File: config.mk
export PLATFORM = sky130hd
export DESIGN_NAME = angle_sweep_gen_flat
export DESIGN_NICKNAME = d
export VERILOG_FILES = /design/src/rtl/angle_sweep_pkg.sv /design/src/rtl/angle_sweep_gen_if.sv /design/src/rtl/phase_wrap_add.sv /design/src/rtl/angle_sweep_gen.sv /design/src/flat_wrapper.sv
export SDC_FILE = /design/constraint.sdc
export NUM_CORES = 2
export LEC_CHECK = 0
export ABC_AREA = 1
export CAP_MARGIN = 40
export CORE_MARGIN = 8
export CORE_UTILIZATION = 61
export DETAILED_ROUTE_END_ITERATION = 8
export DONT_BUFFER_PORTS = 1
export PLACE_DENSITY = 0.8
export RECOVER_POWER = 50
export SYNTH_ARGS = -nofsm -noshare
export SYNTH_HDL_FRONTEND = slang
export SYNTH_SLANG_ARGS = --single-unit
File: constraint.sdc
create_clock -name clk -period 5.9 [get_ports clk]
set_clock_uncertainty 0.15 [all_clocks]
set_input_delay 0.885 -clock clk [delete_from_list [all_inputs] [get_ports clk]]
set_output_delay 0.885 -clock clk [all_outputs]
set_load 0.01 [all_outputs]
File: src/rtl/angle_sweep_pkg.sv
// Shared constants and state type for the angle sweep generator.
//   PI_Q45     : PI with 45 fraction bits, LSB forced even so PI/2 is exact
//   TWO_PI_Q45 : PI_Q45 shifted left by one
//   PI_FRAC    : fraction width the Q45 constants are expressed in
//   state_t    : sweep controller states
// Users narrow the constants with a right shift of (PI_FRAC - FRAC_W).
package angle_sweep_pkg;

    localparam int          PI_FRAC    = 45;
    localparam logic [46:0] PI_Q45     = 47'h6487ED5110B4;
    localparam logic [47:0] TWO_PI_Q45 = {PI_Q45, 1'b0};

    typedef enum logic [1:0] {
        ST_IDLE = 2'd0,
        ST_GEN  = 2'd1,
        ST_WAIT = 2'd2
    } state_t;

endpackage

File: src/rtl/angle_sweep_gen_if.sv
// Bundle of all configuration, handshake and status signals of the sweep
// generator. The master side (controller / consumer) drives configuration,
// start, step_done and angle_ready; the slave side (the generator) drives
// angle_out/angle_valid and the status flags busy, sweep_done, step_idx and
// overrun.
interface angle_sweep_gen_if #(
    parameter int INT_W   = 10,
    parameter int FRAC_W  = 45,
    parameter int COEF_W  = 19,
    parameter int NPT_W   = 9,
    parameter int NSTEP_W = 12
);

    localparam int W = 1 + INT_W + FRAC_W;

    logic [COEF_W-1:0]   coef;
    logic                coef_valid;
    logic                start;
    logic [NPT_W-1:0]    num_points;
    logic [NSTEP_W-1:0]  num_steps;
    logic signed [W-1:0] theta_step;
    logic                step_done;
    logic                angle_ready;
    logic signed [W-1:0] angle_out;
    logic                angle_valid;
    logic                busy;
    logic                sweep_done;
    logic [NSTEP_W-1:0]  step_idx;
    logic                overrun;

    modport master (
        output coef, coef_valid, start, num_points, num_steps, theta_step,
               step_done, angle_ready,
        input  angle_out, angle_valid, busy, sweep_done, step_idx, overrun
    );

    modport slave (
        input  coef, coef_valid, start, num_points, num_steps, theta_step,
               step_done, angle_ready,
        output angle_out, angle_valid, busy, sweep_done, step_idx, overrun
    );

endinterface

File: src/rtl/phase_wrap_add.sv
// Combinational adder that keeps a phase inside [-PI, PI).
//   i_a   : current phase, already inside [-PI, PI)
//   i_b   : increment, magnitude below TWO_PI
//   o_sum : i_a + i_b folded back into [-PI, PI) with one correction
module phase_wrap_add
    import angle_sweep_pkg::*;
#(
    parameter int FRAC_W = 45,
    parameter int W      = 56
) (
    input  logic signed [W-1:0] i_a,
    input  logic signed [W-1:0] i_b,
    output logic signed [W-1:0] o_sum
);

    // Two guard bits so the raw sum (range about +/-3*PI) never overflows.
    localparam logic signed [W+1:0] PI_X     = (W+2)'(PI_Q45 >> (PI_FRAC - FRAC_W));
    localparam logic signed [W+1:0] TWO_PI_X = (W+2)'(TWO_PI_Q45 >> (PI_FRAC - FRAC_W));
    localparam logic signed [W+1:0] NEG_PI_X = -PI_X;

    logic signed [W+1:0] w_raw;
    logic signed [W+1:0] w_fix;

    assign w_raw = {{2{i_a[W-1]}}, i_a} + {{2{i_b[W-1]}}, i_b};

    // A single add or subtract of TWO_PI is enough because both operands
    // are bounded, so no iteration is needed.
    always_comb begin
        w_fix = w_raw;
        if (w_raw >= PI_X) begin
            w_fix = w_raw - TWO_PI_X;
        end else if (w_raw < NEG_PI_X) begin
            w_fix = w_raw + TWO_PI_X;
        end
    end

    assign o_sum = W'(w_fix);

endmodule

File: src/rtl/angle_sweep_gen.sv
// Angle sweep generator. For each step k (k = 1..num_steps) it emits
// num_points wrapped angles theta_k + n*delta (n = 1..num_points), with
// theta_k = k*theta_step and delta = floor(coef*PI / 2^COEF_W). Between
// steps it waits for a downstream step_done pulse.
//   clk, rst : clock and synchronous active-high reset
//   bus      : slave side of angle_sweep_gen_if (config, handshakes, status)
module angle_sweep_gen
    import angle_sweep_pkg::*;
#(
    parameter int INT_W   = 10,
    parameter int FRAC_W  = 45,
    parameter int COEF_W  = 19,
    parameter int NPT_W   = 9,
    parameter int NSTEP_W = 12
) (
    input logic              clk,
    input logic              rst,
    angle_sweep_gen_if.slave bus
);

    localparam int          W    = 1 + INT_W + FRAC_W;
    localparam logic [W-1:0] PI_W = W'(PI_Q45 >> (PI_FRAC - FRAC_W));

    state_t              r_state;
    logic signed [W-1:0] r_delta;
    logic signed [W-1:0] r_deltaAct;
    logic signed [W-1:0] r_thetaStep;
    logic signed [W-1:0] r_theta;
    logic signed [W-1:0] r_acc;
    logic [NPT_W-1:0]    r_numPoints;
    logic [NSTEP_W-1:0]  r_numSteps;
    logic [NPT_W-1:0]    r_cnt;
    logic                r_init;
    logic signed [W-1:0] r_angleOut;
    logic                r_angleValid;
    logic                r_busy;
    logic                r_sweepDone;
    logic [NSTEP_W-1:0]  r_stepIdx;
    logic                r_overrun;

    logic [COEF_W+W-1:0] w_prod;
    logic signed [W-1:0] w_nextTheta;
    logic signed [W-1:0] w_nextAcc;
    logic                w_outFree;
    logic                w_moreSteps;

    assign w_prod      = (COEF_W+W)'(bus.coef) * (COEF_W+W)'(PI_W);
    assign w_outFree   = !r_angleValid || bus.angle_ready;
    assign w_moreSteps = ({1'b0, r_stepIdx} + (NSTEP_W+1)'(1)) < {1'b0, r_numSteps};

    phase_wrap_add #(.FRAC_W(FRAC_W), .W(W)) u_thetaAdd (
        .i_a   (r_theta),
        .i_b   (r_thetaStep),
        .o_sum (w_nextTheta)
    );

    phase_wrap_add #(.FRAC_W(FRAC_W), .W(W)) u_accAdd (
        .i_a   (r_acc),
        .i_b   (r_deltaAct),
        .o_sum (w_nextAcc)
    );

    // Sweep controller. The staged delta (r_delta) follows coef_valid at any
    // time, but only start copies it into the working delta, so a sweep in
    // flight is never disturbed by a coefficient reload. Every step begins
    // with one init cycle that advances theta and seeds the point
    // accumulator with it, so step s runs at (s+1)*theta_step and the first
    // angle of a sweep appears two cycles after start. A start while busy
    // takes the same path as a start from idle, which is what aborts the
    // current sweep and drops any pending angle.
    always_ff @(posedge clk) begin
        if (rst) begin
            r_state      <= ST_IDLE;
            r_delta      <= '0;
            r_deltaAct   <= '0;
            r_thetaStep  <= '0;
            r_theta      <= '0;
            r_acc        <= '0;
            r_numPoints  <= '0;
            r_numSteps   <= '0;
            r_cnt        <= '0;
            r_init       <= 1'b0;
            r_angleOut   <= '0;
            r_angleValid <= 1'b0;
            r_busy       <= 1'b0;
            r_sweepDone  <= 1'b0;
            r_stepIdx    <= '0;
            r_overrun    <= 1'b0;
        end else begin
            r_sweepDone <= 1'b0;
            if (bus.coef_valid) begin
                r_delta <= W'(w_prod >> COEF_W);
            end
            if (bus.start) begin
                r_numPoints  <= bus.num_points;
                r_numSteps   <= bus.num_steps;
                r_thetaStep  <= bus.theta_step;
                r_deltaAct   <= r_delta;
                r_theta      <= '0;
                r_acc        <= '0;
                r_cnt        <= '0;
                r_stepIdx    <= '0;
                r_overrun    <= 1'b0;
                r_angleValid <= 1'b0;
                r_init       <= 1'b1;
                if (bus.num_steps == '0) begin
                    r_state     <= ST_IDLE;
                    r_busy      <= 1'b0;
                    r_sweepDone <= 1'b1;
                end else begin
                    r_state <= ST_GEN;
                    r_busy  <= 1'b1;
                end
            end else begin
                case (r_state)
                    ST_IDLE: begin
                        if (bus.step_done) begin
                            r_overrun <= 1'b1;
                        end
                    end
                    ST_GEN: begin
                        if (bus.step_done) begin
                            r_overrun <= 1'b1;
                        end
                        if (r_init) begin
                            r_theta <= w_nextTheta;
                            r_acc   <= w_nextTheta;
                            r_cnt   <= '0;
                            r_init  <= 1'b0;
                        end else if (w_outFree) begin
                            if (r_cnt < r_numPoints) begin
                                r_angleOut   <= w_nextAcc;
                                r_acc        <= w_nextAcc;
                                r_angleValid <= 1'b1;
                                r_cnt        <= r_cnt + NPT_W'(1);
                            end else begin
                                r_angleValid <= 1'b0;
                                r_state      <= ST_WAIT;
                            end
                        end
                    end
                    ST_WAIT: begin
                        if (bus.step_done) begin
                            r_stepIdx <= r_stepIdx + NSTEP_W'(1);
                            if (w_moreSteps) begin
                                r_init  <= 1'b1;
                                r_state <= ST_GEN;
                            end else begin
                                r_state     <= ST_IDLE;
                                r_busy      <= 1'b0;
                                r_sweepDone <= 1'b1;
                            end
                        end
                    end
                    default: begin
                        r_state <= ST_IDLE;
                        r_busy  <= 1'b0;
                    end
                endcase
            end
        end
    end

    assign bus.angle_out   = r_angleOut;
    assign bus.angle_valid = r_angleValid;
    assign bus.busy        = r_busy;
    assign bus.sweep_done  = r_sweepDone;
    assign bus.step_idx    = r_stepIdx;
    assign bus.overrun     = r_overrun;

endmodule

File: src/flat_wrapper.sv
// flat-port wrapper written by rule: the top's interface ports become plain ports
module angle_sweep_gen_flat import angle_sweep_pkg::*;
#(
    parameter int INT_W   = 10,
    parameter int FRAC_W  = 45,
    parameter int COEF_W  = 19,
    parameter int NPT_W   = 9,
    parameter int NSTEP_W = 12
)
  (clk, rst, bus_coef, bus_coef_valid, bus_start, bus_num_points, bus_num_steps, bus_theta_step, bus_step_done, bus_angle_ready, bus_angle_out, bus_angle_valid, bus_busy, bus_sweep_done, bus_step_idx, bus_overrun);
  angle_sweep_gen_if #(.INT_W(INT_W), .FRAC_W(FRAC_W), .COEF_W(COEF_W), .NPT_W(NPT_W), .NSTEP_W(NSTEP_W)) bus_i ();
  input logic clk;
  input logic rst;
  input wire logic [$bits(bus_i.coef)-1:0] bus_coef;
  input wire logic [$bits(bus_i.coef_valid)-1:0] bus_coef_valid;
  input wire logic [$bits(bus_i.start)-1:0] bus_start;
  input wire logic [$bits(bus_i.num_points)-1:0] bus_num_points;
  input wire logic [$bits(bus_i.num_steps)-1:0] bus_num_steps;
  input wire logic [$bits(bus_i.theta_step)-1:0] bus_theta_step;
  input wire logic [$bits(bus_i.step_done)-1:0] bus_step_done;
  input wire logic [$bits(bus_i.angle_ready)-1:0] bus_angle_ready;
  output wire logic [$bits(bus_i.angle_out)-1:0] bus_angle_out;
  output wire logic [$bits(bus_i.angle_valid)-1:0] bus_angle_valid;
  output wire logic [$bits(bus_i.busy)-1:0] bus_busy;
  output wire logic [$bits(bus_i.sweep_done)-1:0] bus_sweep_done;
  output wire logic [$bits(bus_i.step_idx)-1:0] bus_step_idx;
  output wire logic [$bits(bus_i.overrun)-1:0] bus_overrun;
  assign bus_i.coef = bus_coef;
  assign bus_i.coef_valid = bus_coef_valid;
  assign bus_i.start = bus_start;
  assign bus_i.num_points = bus_num_points;
  assign bus_i.num_steps = bus_num_steps;
  assign bus_i.theta_step = bus_theta_step;
  assign bus_i.step_done = bus_step_done;
  assign bus_i.angle_ready = bus_angle_ready;
  assign bus_angle_out = bus_i.angle_out;
  assign bus_angle_valid = bus_i.angle_valid;
  assign bus_busy = bus_i.busy;
  assign bus_sweep_done = bus_i.sweep_done;
  assign bus_step_idx = bus_i.step_idx;
  assign bus_overrun = bus_i.overrun;
  angle_sweep_gen #(.INT_W(INT_W), .FRAC_W(FRAC_W), .COEF_W(COEF_W), .NPT_W(NPT_W), .NSTEP_W(NSTEP_W)) u_core (.clk(clk), .rst(rst), .bus(bus_i));
endmodule
After elaboration in Yosys (flattened, before gate mapping)
Index checks and enable logic that the tools add are counted.
- add/subtract/negate cells: 9
- multipliers: 1
- order comparisons: 6
- equality and inequality tests: 10
- multiplexer cells: 33
- bitwise operators: 2
- reductions and logical operators: 18
- operator list (kind ; number):
    two-way mux 56 bit ; 7
    greater-or-equal comparator 57 x 48 -> 1 bit (second input constant) ; 2
    less-than comparator 57 x 48 -> 1 bit (second input constant) ; 2
    adder 56 x 49 -> 56 bit (second input constant) ; 2
    subtractor 56 x 49 -> 56 bit (second input constant) ; 2
    multiplier 19 x 45 -> 64 bit (second input constant) ; 1
    adder 56 x 48 -> 57 bit ; 1
    adder 56 x 56 -> 57 bit ; 1
    two-way mux 9 bit ; 3
    two-way mux 1 bit ; 15
    adder 12 x 1 -> 13 bit (second input constant) ; 1
    less-than comparator 13 x 12 -> 1 bit ; 1
    adder 12 x 1 -> 12 bit (second input constant) ; 1
    logical NOT 12 bit ; 1
    inequality test 3 bit (second input constant) ; 4
    AND reduction 3 bit ; 4
    two-way mux 2 bit ; 5
    AND reduction 5 bit ; 2
    adder 9 x 1 -> 9 bit (second input constant) ; 1
    less-than comparator 9 bit ; 1
    inequality test 3 x 2 -> 1 bit (second input constant) ; 2
    one-hot mux 2 bit (3 select lines) ; 1
    AND reduction 2 bit ; 3
    one-hot mux 1 bit (2 select lines) ; 2
    other kinds (11) ; 14
- register bits after elaboration: 367
- output and inout bits: 72

Longest topological paths before layout
- depth in word-level cells: 7
- mapped depth: 33
- mapped depth without buffers: 32

By module
A second synthesis with hierarchy kept.
- cells, all modules: 9117
- area, all modules: 52326.4 µm²
- modules (own cells, without submodules) (module ; instances ; cells an instance ; area an instance (µm²) ; seq. area each (µm²)):
    angle_sweep_gen ; 1 ; 3753 ; 28122.0 ; 7347.0
    phase_wrap_add (u_core.u_accAdd) ; 1 ; 2681 ; 12151.7 ; 0.0
    phase_wrap_add (u_core.u_thetaAdd) ; 1 ; 2683 ; 12052.8 ; 0.0

Worst setup path before layout
No wires, ideal clock.
- kind: input port to flip-flop
- start point: input port bus_coef[17]
- end point: register u_core.r_delta[39]
- arrival: 6.195 ns
- data required time: 5.641 ns
- path slack: -0.554 ns
- stages: 31
- path through: inv_1 > ha_1 > xnor2_1 > ha_1 > or2_2 > fa_1 > fa_1 > inv_1 > fa_1 > fa_1 > inv_1 > ha_1 > a21oi_1 > nor2_1 > nor2_1 > inv_1 > a21oi_1 > o21ai_0 > a21oi_1 > inv_1 > a21oi_1 > nor2_1 > nand3_1 > nand3_1 > nand2_1 > o211ai_1 > a21oi_1 > xor2_1 > nand2_1 > nand2_1 > inv_1
- word-level cells in the longest chain between the ends: 1
- RTL lines (element ; RTL line ; source):
    start, declared ; flat_wrapper.sv:14 ; input wire logic [$bits(bus_i.coef)-1:0] bus_coef;
    multiplier 19 x 45 -> 64 bit ; angle_sweep_gen.sv:47 ; assign w_prod = (COEF_W+W)'(bus.coef) * (COEF_W+W)'(PI_W);
    end signal, assigned ; angle_sweep_gen.sv:92 ; r_delta <= W'(w_prod >> COEF_W);
    end, declared ; angle_sweep_gen.sv:25 ; logic signed [W-1:0] r_delta;
No other way between the ends.
A chain may end at the register's enable or synchronous reset.

Worst setup path after layout
Ends and elaborated chain as after synthesis.

==> impl_metrics.json <==
{
  "status": "finished, violations left",
  "violations": "design-rule violations, max-capacitance violations, max-slew violations",
  "holdPathStages": 1,
  "cts_root_buf": "clkbuf_16",
  "synth_top_area_share": 0.1903,
  "drv_slew": 176,
  "synth-edff-count": 0,
  "ys_seq_area_frac": 0.1466,
  "grt_use_total": 0.4330,
  "hpwl_um": 168600,
  "wl_um": 208200,
  "antenna_left": 0,
  "cp-start-kind": "input pin",
  "tns_ns": 0,
  "vdd.ir_drop.worst_mv": 0.7841,
  "whs_endpoint": "u_core.bus.busy$_SDFFE_PP0P_",
  "worst-path-max-fanout": 13,
  "hp-start": "rst",
  "startpoint": "bus_coef[17]",
  "dp_slack_ns": -0.8143,
  "reg2reg_to": "u_core.r_acc[46]$_SDFFE_PP0P_",
  "pin_count": 174,
  "path_common_cell": "fa_1",
  "worst_pin_slew_ns": 4.064,
  "gp_congestion": 1.138,
  "hold_violations": 0,
  "drt_pre_antenna_iters": 9,
  "initial_core_util": 0.6131,
  "h-tree-depth": 2,
  "p_per_area_nw_per_um2": 562.8,
  "cts_tree": "yes",
  "cp_slowest_stage_delay_ns": 0.56,
  "synth_area_sq_um": 50100,
  "gr-total-overflow": 0,
  "cts_buffer_depth": 3,
  "grt_pass1_wl_um": 309100,
  "final_cell_mix": "nand2_1, inv_1, nor2_1, nand3_1, a21oi_1",
  "synthDistinctLibCells": 57,
  "rrSetupSlack_ns": 0.08,
  "n_fill_cell": 7473,
  "vias": 58798,
  "place_inst": 9701,
  "synth_area_per_cell_sq_um": 5.903,
  "regToRegStartpoint": "u_core.r_thetaStep[26]$_SDFFE_PP0P_",
  "post-route-period-util": 0.9970,
  "finalSetupViolations": 0,
  "arrival_ns": 6.24,
  "syn_nets": 9239,
  "portBuffers": 0,
  "syn2layout_area_growth_pct": 10.51,
  "synth_cells": 8488,
  "cts_inserted_buffers": 44,
  "vias_per_cell": 6.005,
  "die_w_um": 302.6,
  "yosys.area.top_type": "nand2_1",
  "synthArstFlopShare": 0,
  "drv_cap": 2,
  "relSlewSlack": -1.710,
  "core_sq_um": 81720,
  "final_nets": 9440,
  "wire_per_inst_um": 21.26,
  "drive_above_1_share": 0.07649,
  "dieArea_sq_um": 91560,
  "path_clk_slew_ns": 0.06,
  "cts.sinks": 367,
  "hold_ws_ns": 0.1898,
  "synth_seq_cells": 367,
  "ys.flop_type": "dfxtp_1",
  "slowest_stage": "fa_1",
  "antenna_found_initial": 9,
  "critical_path_class": "in -> reg",
  "post-route-drc-count": 9,
  "rows": 105,
  "layout_setup_ws_ns": 0.01741,
  "stdcell_count": 9791,
  "grt_max_degree": 140,
  "yosysWarnings": 0,
  "drt_iter0_drc": 8269,
  "fp.dieH_um": 302.6,
  "required_ns": 6.26,
  "grt_pass1_vias": 54723,
  "p_leak_nw": 30.25,
  "end_kind": "flip-flop",
  "cts_hold_buf": 0,
  "hp-class": "in -> reg",
  "worst_skew_pair.late_latency_ns": 0.66,
  "ff2ff_path_depth": 20,
  "min_period_ns": 5.883,
  "rsz0062_at_grt": "yes",
  "synthTopCellsByArea": "nand2_1, dfxtp_1, inv_1",
  "max_freq_ghz": 0.1700,
  "layout_commonest_cell": "nand2_1"
}
==> state kept, by name, summed over array words and instances, names as in the netlist <==
name / flops
u_core.bus.step_idx: 12
u_core.r_init: 1
u_core.r_theta: 56
u_core.r_numPoints: 9
u_core.bus.busy: 1
u_core.r_cnt: 9
u_core.r_numSteps: 12
u_core.r_thetaStep: 56
u_core.r_deltaAct: 47
u_core.bus.overrun: 1
u_core.r_state: 2
u_core.r_acc: 56
u_core.r_delta: 47
u_core.bus.angle_out: 56
u_core.bus.angle_valid: 1
u_core.bus.sweep_done: 1
==> kinds of logic (layout without fill, tap and decap cells) <==
kind of cell / Yosys count / count (layout) / synth area share
xor gates and xnor gates: 167 / 167 / 0.02919
DFF: 367 / 367 / 0.1466
and+or+nand+nor: 4613 / 4613 / 0.3847
buffers and inverters: 1738 / 1970 / 0.1331
adders and majority gates: 649 / 649 / 0.2001
AOI/OAI and AO/OA: 954 / 954 / 0.1063
other: 0 / 1 / 0
==> critical path, delay by kind of cell <==
family	cells	cell delay, ns
adder cells (fa/ha/maj)	7	3.11
AND/OR/NAND/NOR	10	0.87
buffers and inverters	5	0.29
AO/OA/AOI/OAI	5	0.88
XOR/XNOR	1	0.16
==> metrics by stage <==
step	power [W]	utilization	cell area (sq um)
floorplan	0.01604	-	50420
detailed placement	0.02568	0.6541	53450
global placement	0.02507	0.6536	53410
finish	0.03116	0.6776	55370
CTS	0.02879	0.6726	54960
global route	0.03326	0.6775	55370
==> where the power goes <==
part / total (W) / internal, W / switching [W]
Sequential: 0.00296 / 0.00276 / 0.000196
Combinational: 0.0253 / 0.0110 / 0.0143
Clock: 0.00288 / 0.00162 / 0.00126
Total: 0.0312 / 0.0154 / 0.0158
==> Yosys cell counts, types with 7 or more instances <==
| cell type | count |
|---|---|
| nor4_1 | 11 |
| a21o_1 | 8 |
| nor3_1 | 74 |
| nor2_2 | 34 |
| inv_2 | 16 |
| a21oi_1 | 402 |
| nand3_1 | 802 |
| o21bai_1 | 14 |
| ha_1 | 395 |
| o21ai_0 | 332 |
| dfxtp_1 | 367 |
| buf_4 | 21 |
| nor2_1 | 916 |
| buf_2 | 23 |
| o221ai_1 | 8 |
| o21ai_1 | 7 |
| fa_1 | 254 |
| nand4_1 | 109 |
| inv_1 | 1545 |
| nand2_2 | 58 |
| buf_1 | 19 |
| nand3_2 | 20 |
| o21a_1 | 12 |
| nand2_1 | 2540 |
| a31oi_1 | 23 |
| xnor2_1 | 20 |
| clkbuf_1 | 103 |
| xor2_1 | 147 |
| o211ai_1 | 121 |
| nand3b_1 | 21 |
==> routing by layer <==
metal	wire length [um]	vias up	global-route usage
li1	-	27150	-
met1	78020	26820	0.5492
met2	86270	3949	0.6545
met3	28190	867	0.1204
met4	15630	12	0.2566
met5	59	-	0
==> layout make-up <==
type                       instances  area (sq um)  area share
multi-input combinational       6383         36770      0.6641
antenna                            1         2.502  0.00004520
clock inverter                    21         284.0    0.005130
sequential                       367          7348      0.1327
clock buffer                      56          1186     0.02142
timing repair buffer             326          2542     0.04592
inverter                        1567          5897      0.1065
tap                             1070          1339     0.02418
==> worst max path at each step <==
| stage | cells past startpoint | to | slack, ns |
|---|---|---|---|
| 2_1_floorplan | 31 | u_core.r_delta[39]$_SDFFE_PP0P_ | -0.18 |
| 6_report | 28 | u_core.r_delta[39]$_SDFFE_PP0P_ | 0.02 |
| 3_3_place_gp | 28 | u_core.r_delta[39]$_SDFFE_PP0P_ | -0.75 |
| 3_5_place_dp | 28 | u_core.r_delta[39]$_SDFFE_PP0P_ | -0.81 |
| 4_1_cts | 26 | u_core.r_delta[33]$_SDFFE_PP0P_ | 0.02 |
| 5_1_grt | 28 | u_core.r_delta[39]$_SDFFE_PP0P_ | -0.19 |
==> repair_timing <==
| action | CTS | global route |
|---|---|---|
| buffers inserted | 2 | 11 |
| cloned | 0 | 0 |
| pin swaps | 4 | 55 |
| gates resized for setup | 6 | 88 |
| endpoints found under the setup margin | 8 | 26 |
(Power assumes the default switching activity.)
